==> src/rtl/prog_loader_if.sv <==
// Load-stream and CPU read-port bundle for prog_loader; master is the stream/CPU side, slave is the loader.
interface prog_loader_if #(
  parameter int ADDR_W = 8,
  parameter int DATA_W = 8
);
  logic [DATA_W-1:0] in_data;
  logic              in_valid;
  logic              in_ready;
  logic              restart;
  logic [ADDR_W-1:0] rd_addr;
  logic [DATA_W-1:0] rd_data;
  logic              cpu_run;
  logic              err;

  modport master (
    output in_data, in_valid, restart, rd_addr,
    input  in_ready, rd_data, cpu_run, err
  );

  modport slave (
    input  in_data, in_valid, restart, rd_addr,
    output in_ready, rd_data, cpu_run, err
  );
endinterface

==> src/rtl/prog_loader.sv <==
// Length-prefixed byte stream into program RAM, then cpu_run; writes land on the accept edge, in_ready is a state decode.
// Optional trailing checksum byte under macro LOADER_CHECKSUM_EN; default build has no checksum and err tied low.
module prog_loader #(
  parameter int ADDR_W = 8,
  parameter int DATA_W = 8
) (
  input  logic          clk,
  input  logic          rst_n,
  prog_loader_if.slave  bus
);
  localparam int DEPTH = 2**ADDR_W;
  localparam int REM_W = ADDR_W + 1;

  localparam logic [2:0] S_LEN  = 3'd0;
  localparam logic [2:0] S_DATA = 3'd1;
`ifdef LOADER_CHECKSUM_EN
  localparam logic [2:0] S_CSUM = 3'd2;
`endif
  localparam logic [2:0] S_RUN  = 3'd3;
  localparam logic [2:0] S_ERR  = 3'd4;

  logic [2:0]        r_state;
  logic [ADDR_W-1:0] r_wr_ptr;
  logic [REM_W-1:0]  r_remaining;
  logic [DATA_W-1:0] r_mem [DEPTH];
  logic              w_ready;
  logic              w_xfer;
  logic              w_wr_en;
  logic [2:0]        w_data_done_state;
`ifdef LOADER_CHECKSUM_EN
  logic [DATA_W-1:0] r_sum;
  logic [DATA_W-1:0] w_csum;
`endif

  always_comb begin
    w_ready = (r_state == S_LEN) || (r_state == S_DATA);
`ifdef LOADER_CHECKSUM_EN
    w_ready = w_ready || (r_state == S_CSUM);
`endif
  end

  assign w_xfer  = bus.in_valid && w_ready;
  // restart wins over a simultaneous transfer, including the memory write
  assign w_wr_en = w_xfer && !bus.restart && (r_state == S_DATA);

`ifdef LOADER_CHECKSUM_EN
  assign w_csum            = r_sum + bus.in_data;
  assign w_data_done_state = S_CSUM;
`else
  assign w_data_done_state = S_RUN;
`endif

  always_ff @(posedge clk) begin
    if (w_wr_en) begin
      r_mem[r_wr_ptr] <= bus.in_data;
    end
  end

  always_ff @(posedge clk or negedge rst_n) begin
    if (!rst_n) begin
      r_state     <= S_LEN;
      r_wr_ptr    <= '0;
      r_remaining <= '0;
`ifdef LOADER_CHECKSUM_EN
      r_sum       <= '0;
`endif
    end else if (bus.restart) begin
      r_state <= S_LEN;
    end else if (w_xfer) begin
      case (r_state)
        S_LEN: begin
          // a zero length byte means a full-memory image
          r_remaining <= (bus.in_data == '0) ? REM_W'(DEPTH) : REM_W'(bus.in_data);
          r_wr_ptr    <= '0;
`ifdef LOADER_CHECKSUM_EN
          r_sum       <= '0;
`endif
          r_state     <= S_DATA;
        end
        S_DATA: begin
          r_wr_ptr    <= r_wr_ptr + 1'b1;
          r_remaining <= r_remaining - 1'b1;
`ifdef LOADER_CHECKSUM_EN
          r_sum       <= w_csum;
`endif
          if (r_remaining == REM_W'(1)) begin
            r_state <= w_data_done_state;
          end
        end
`ifdef LOADER_CHECKSUM_EN
        S_CSUM: begin
          r_state <= (w_csum == '0) ? S_RUN : S_ERR;
        end
`endif
        S_RUN, S_ERR: ;
        default: r_state <= S_LEN;
      endcase
    end
  end

  assign bus.in_ready = w_ready;
  assign bus.rd_data  = r_mem[bus.rd_addr];
  assign bus.cpu_run  = (r_state == S_RUN);
`ifdef LOADER_CHECKSUM_EN
  assign bus.err      = (r_state == S_ERR);
`else
  assign bus.err      = 1'b0;
`endif
endmodule
==> src/flat_wrapper.sv <==
// flat-port wrapper written by rule: the top's interface ports become plain ports
module prog_loader_flat 
#(
  parameter int ADDR_W = 8,
  parameter int DATA_W = 8
)
  (clk, rst_n, bus_in_data, bus_in_valid, bus_restart, bus_rd_addr, bus_in_ready, bus_rd_data, bus_cpu_run, bus_err);
  prog_loader_if #(.ADDR_W(ADDR_W), .DATA_W(DATA_W)) bus_i ();
  input  logic clk;
  input  logic rst_n;
  input wire logic [$bits(bus_i.in_data)-1:0] bus_in_data;
  input wire logic [$bits(bus_i.in_valid)-1:0] bus_in_valid;
  input wire logic [$bits(bus_i.restart)-1:0] bus_restart;
  input wire logic [$bits(bus_i.rd_addr)-1:0] bus_rd_addr;
  output wire logic [$bits(bus_i.in_ready)-1:0] bus_in_ready;
  output wire logic [$bits(bus_i.rd_data)-1:0] bus_rd_data;
  output wire logic [$bits(bus_i.cpu_run)-1:0] bus_cpu_run;
  output wire logic [$bits(bus_i.err)-1:0] bus_err;
  assign bus_i.in_data = bus_in_data;
  assign bus_i.in_valid = bus_in_valid;
  assign bus_i.restart = bus_restart;
  assign bus_i.rd_addr = bus_rd_addr;
  assign bus_in_ready = bus_i.in_ready;
  assign bus_rd_data = bus_i.rd_data;
  assign bus_cpu_run = bus_i.cpu_run;
  assign bus_err = bus_i.err;
  prog_loader #(.ADDR_W(ADDR_W), .DATA_W(DATA_W)) u_core (.clk(clk), .rst_n(rst_n), .bus(bus_i));
endmodule
==> config.mk <==
export PLATFORM = sky130hd
export DESIGN_NAME = prog_loader_flat
export DESIGN_NICKNAME = d
export VERILOG_FILES = /design/src/rtl/prog_loader_if.sv /design/src/rtl/prog_loader.sv /design/src/flat_wrapper.sv
export SDC_FILE = /design/constraint.sdc
export NUM_CORES = 2
export LEC_CHECK = 0
export ABC_AREA = 1
export BUFFER_PORTS_ARGS = -buffer_cell sky130_fd_sc_hd__buf_2
export CAP_MARGIN = 20
export CORE_UTILIZATION = 31
export DETAILED_ROUTE_END_ITERATION = 8
export PLACE_DENSITY = 0.56
export SLEW_MARGIN = 30
export SYNTH_ARGS = -nofsm -noshare
export SYNTH_HDL_FRONTEND = slang
export SYNTH_SLANG_ARGS = --single-unit
==> constraint.sdc <==
create_clock -name clk -period 5.35 [get_ports clk]
set_input_delay 0.2675 -clock clk [delete_from_list [all_inputs] [get_ports clk]]
set_output_delay 0.2675 -clock clk [all_outputs]
set_load 0.02 [all_outputs]
==> metrics <==
status=complete, no violations; CTS tree=built; Compound-Gate Fraction of Synth Area=0.00264; Final ANT Viol Nets=0; Least-Margin Pin Slew=1.05 ns; die extent in x=524 µm; drt initial violations=6,141; CP arrival=3.61 ns; max_cap viols=0; Netlist cell types=36; Layout Utilization=0.352; Yosys top cell by area=edfxtp_1; WS Path Type=input pin to output port; startpoint class of the critical path=input pin; syn_nets=7,142; FF+latch count, synth=2,067; top post-synthesis cells by area=edfxtp_1, nand3_1, nand2_1; skew final=0.0455 ns; hold crit path type=input pin to asynchronous set/reset pin; grt ovf=0; Slew Limit Headroom=0.300; async set-reset flop share out of synthesis=0.00919; sequential fraction of the synthesis area=0.734; fill count=26,100; top-area cell type share of the netlist area=0.728; clk sink count=2,067; Initial Util=0.312; XOR/XNOR share of the synthesized area=0.000104; Post-Synthesis Cell Area=0.0845 mm²; CORE AREA=0.271 mm²; Design Area, Final=0.0953 mm²; Routed WL per cell=22.1 µm; Final Critical Period=3.88 ns; pin count of the biggest net entering global routing=180; All-Layer GR Usage=0.171; RSZ-0062 raised after global routing=false; first-pass GRT wire length=352,000 µm; Warnings, synthesis=0; simple-gate area share of the yosys netlist=0.229; share of cells above drive strength 1=0.0698; Port Buffer Count=29; Post-synth EDFFs=2,048; site row count=191; Slew Limit Fails=0; Leakage=32.4 nW; PwrDens=371 mW/mm²; Tot Pwr=35.3 mW; root buffer cell=clkbuf_16; post-DR vias/cell=5.10; ys flop type=edfxtp_1; CP Max Fanout=179; Critical Path RT=5.08 ns; Layout Nets=7,025; Die Height=524 µm; # IOs=31; Synth Area in Adders=0.000889; clock latency on the worst-skew pair=0.86 ns; placed cell areas=0.0880 mm²; Clock transition at path regs=0.06 ns; final worst-path cycle share=0.725; Num CTS Buffers=214; Max VDD drop=0.000339 V; Post-CTS Setup Inserts=0; TritonRoute pass-1 iters=6; Routed WL=238,000 µm; Final Hold Fails=0; Synth Area per Inst=11.9 µm²; H-Tree Depth=4; gp weighted congestion=0.835; commonest non-fill, non-tap cells in the layout=nand2_1, edfxtp_1, nand3_1, nor2_1, clkbuf_16; initial antenna violation count=9; Reg area=0.0620 mm²; combinational family with the most area after synthesis=simple AND/OR/NAND/NOR gates; Post-Synthesis Cells=7,116; commonest non-fill, non-tap cell in the layout=nand2_1; vias in the first global route=52,200; setup_tns=0 ns; final setup fails=0; DR vias=54,900; DRC=0; multi-input logic area=0.0198 mm²; Fmax=258 MHz; Area Overhead vs Synth=12.8%; die area=0.275 mm²; CTS Buffer Depth=3; post-synthesis mux area share=0; crit path capture type=output port; Post-DP HPWL=132,000 µm
where the power goes:
group	leakage, nW	switching (mW)	internal, mW
clock network	3.49	6.46	8.61
logic	10.2	1.81	0.560
registers	18.6	0.0560	17.9
final cells by class:
| cell class | count | area share |
|---|---|---|
| Clock buffer | 254 | 0.0582 |
| Tap cell | 3570 | 0.0469 |
| Clock inverter | 150 | 0.0166 |
| Antenna cell | 1 | 0.0000263 |
| Timing Repair Buffer | 154 | 0.0178 |
| Multi-Input combinational cell | 4511 | 0.207 |
| Sequential cell | 2067 | 0.651 |
| Inverter | 51 | 0.00239 |
logic make-up after synthesis:
kind of cell	after synthesis
simple gates	4464
flops	2067
buf+inv	538
compound gates	39
fa+ha+maj	6
xor+xnor	1
other cells	1
timing repair:
action | in CTS | in global routing
resized for setup | 0 | 0
hold buffers | 12 | 0
hold endpoints to repair | 510 | 0
sequential cells by signal, summed over array words and instances (netlist names):
name / cells
u_core.r_mem: 2048
u_core.r_remaining: 9
u_core.r_state: 2
u_core.r_wr_ptr: 8
cells in the mapped netlist (2+ instances only):
| master | count |
|---|---|
| inv_1 | 44 |
| nor2_1 | 271 |
| edfxtp_1 | 2048 |
| inv_2 | 5 |
| dfrtp_1 | 19 |
| ha_1 | 6 |
| buf_1 | 31 |
| nor4_1 | 2 |
| nand2_2 | 4 |
| nand3_1 | 2030 |
| a31oi_1 | 3 |
| buf_4 | 64 |
| nor3_1 | 20 |
| nand2_1 | 2133 |
| nand4_1 | 2 |
| o21ai_0 | 17 |
| a21oi_1 | 9 |
| a22o_1 | 2 |
| o22ai_1 | 2 |
| clkbuf_1 | 109 |
| buf_2 | 253 |
| buf_6 | 28 |
final timing paths:
path	startpoint	to	slack (ns)	cells after the start
max	bus_rd_addr[0]	bus_rd_data[4]	1.47	14
min	rst_n	u_core.r_state[1]	0.01	3
min in group clk	bus_in_data[1]	u_core.r_mem[71][1]	0.03	1
max in group asynchronous	rst_n	u_core.r_wr_ptr[6]	4.97	3
min reg2reg	u_core.r_remaining[6]	u_core.r_remaining[6]	0.50	1
max reg2reg	u_core.r_state[1]	u_core.r_mem[32][7]	1.66	9
per-stage QoR:
step	hold WS [ns]	cells	worst slack [ns]
2_1_floorplan	-0.0281	7116	3.07
3_3_place_gp	0.280	10300	1.49
3_5_place_dp	0.281	10300	1.56
4_1_cts	0.0000381	10800	1.55
5_1_grt	0.0262	10800	1.33
6_report	0.00959	10800	1.47
routing by layer:
metal	wire length, µm	vias to the layer above	GRT usage
li1	-	25100	-
met5	0	-	0
met4	7160	0	0.0553
met1	102000	27200	0.239
met2	111000	2212	0.273
met3	17200	373	0.0240
worst max-delay path: stages:
cell and delay [ns]:
buf_8 0.20, inv_16 0.53, buf_12 0.34, nand2_1 0.10, nand3_1 0.09, nand3_1 0.10, nand3_1 0.24, nand3_1 0.23
nand3_1 0.21, nand3_1 0.10, nand2_1 0.16, nand2_1 0.17, nand2_1 0.29, buf_2 0.23
Note: power is estimated with default switching activity, not from simulation.
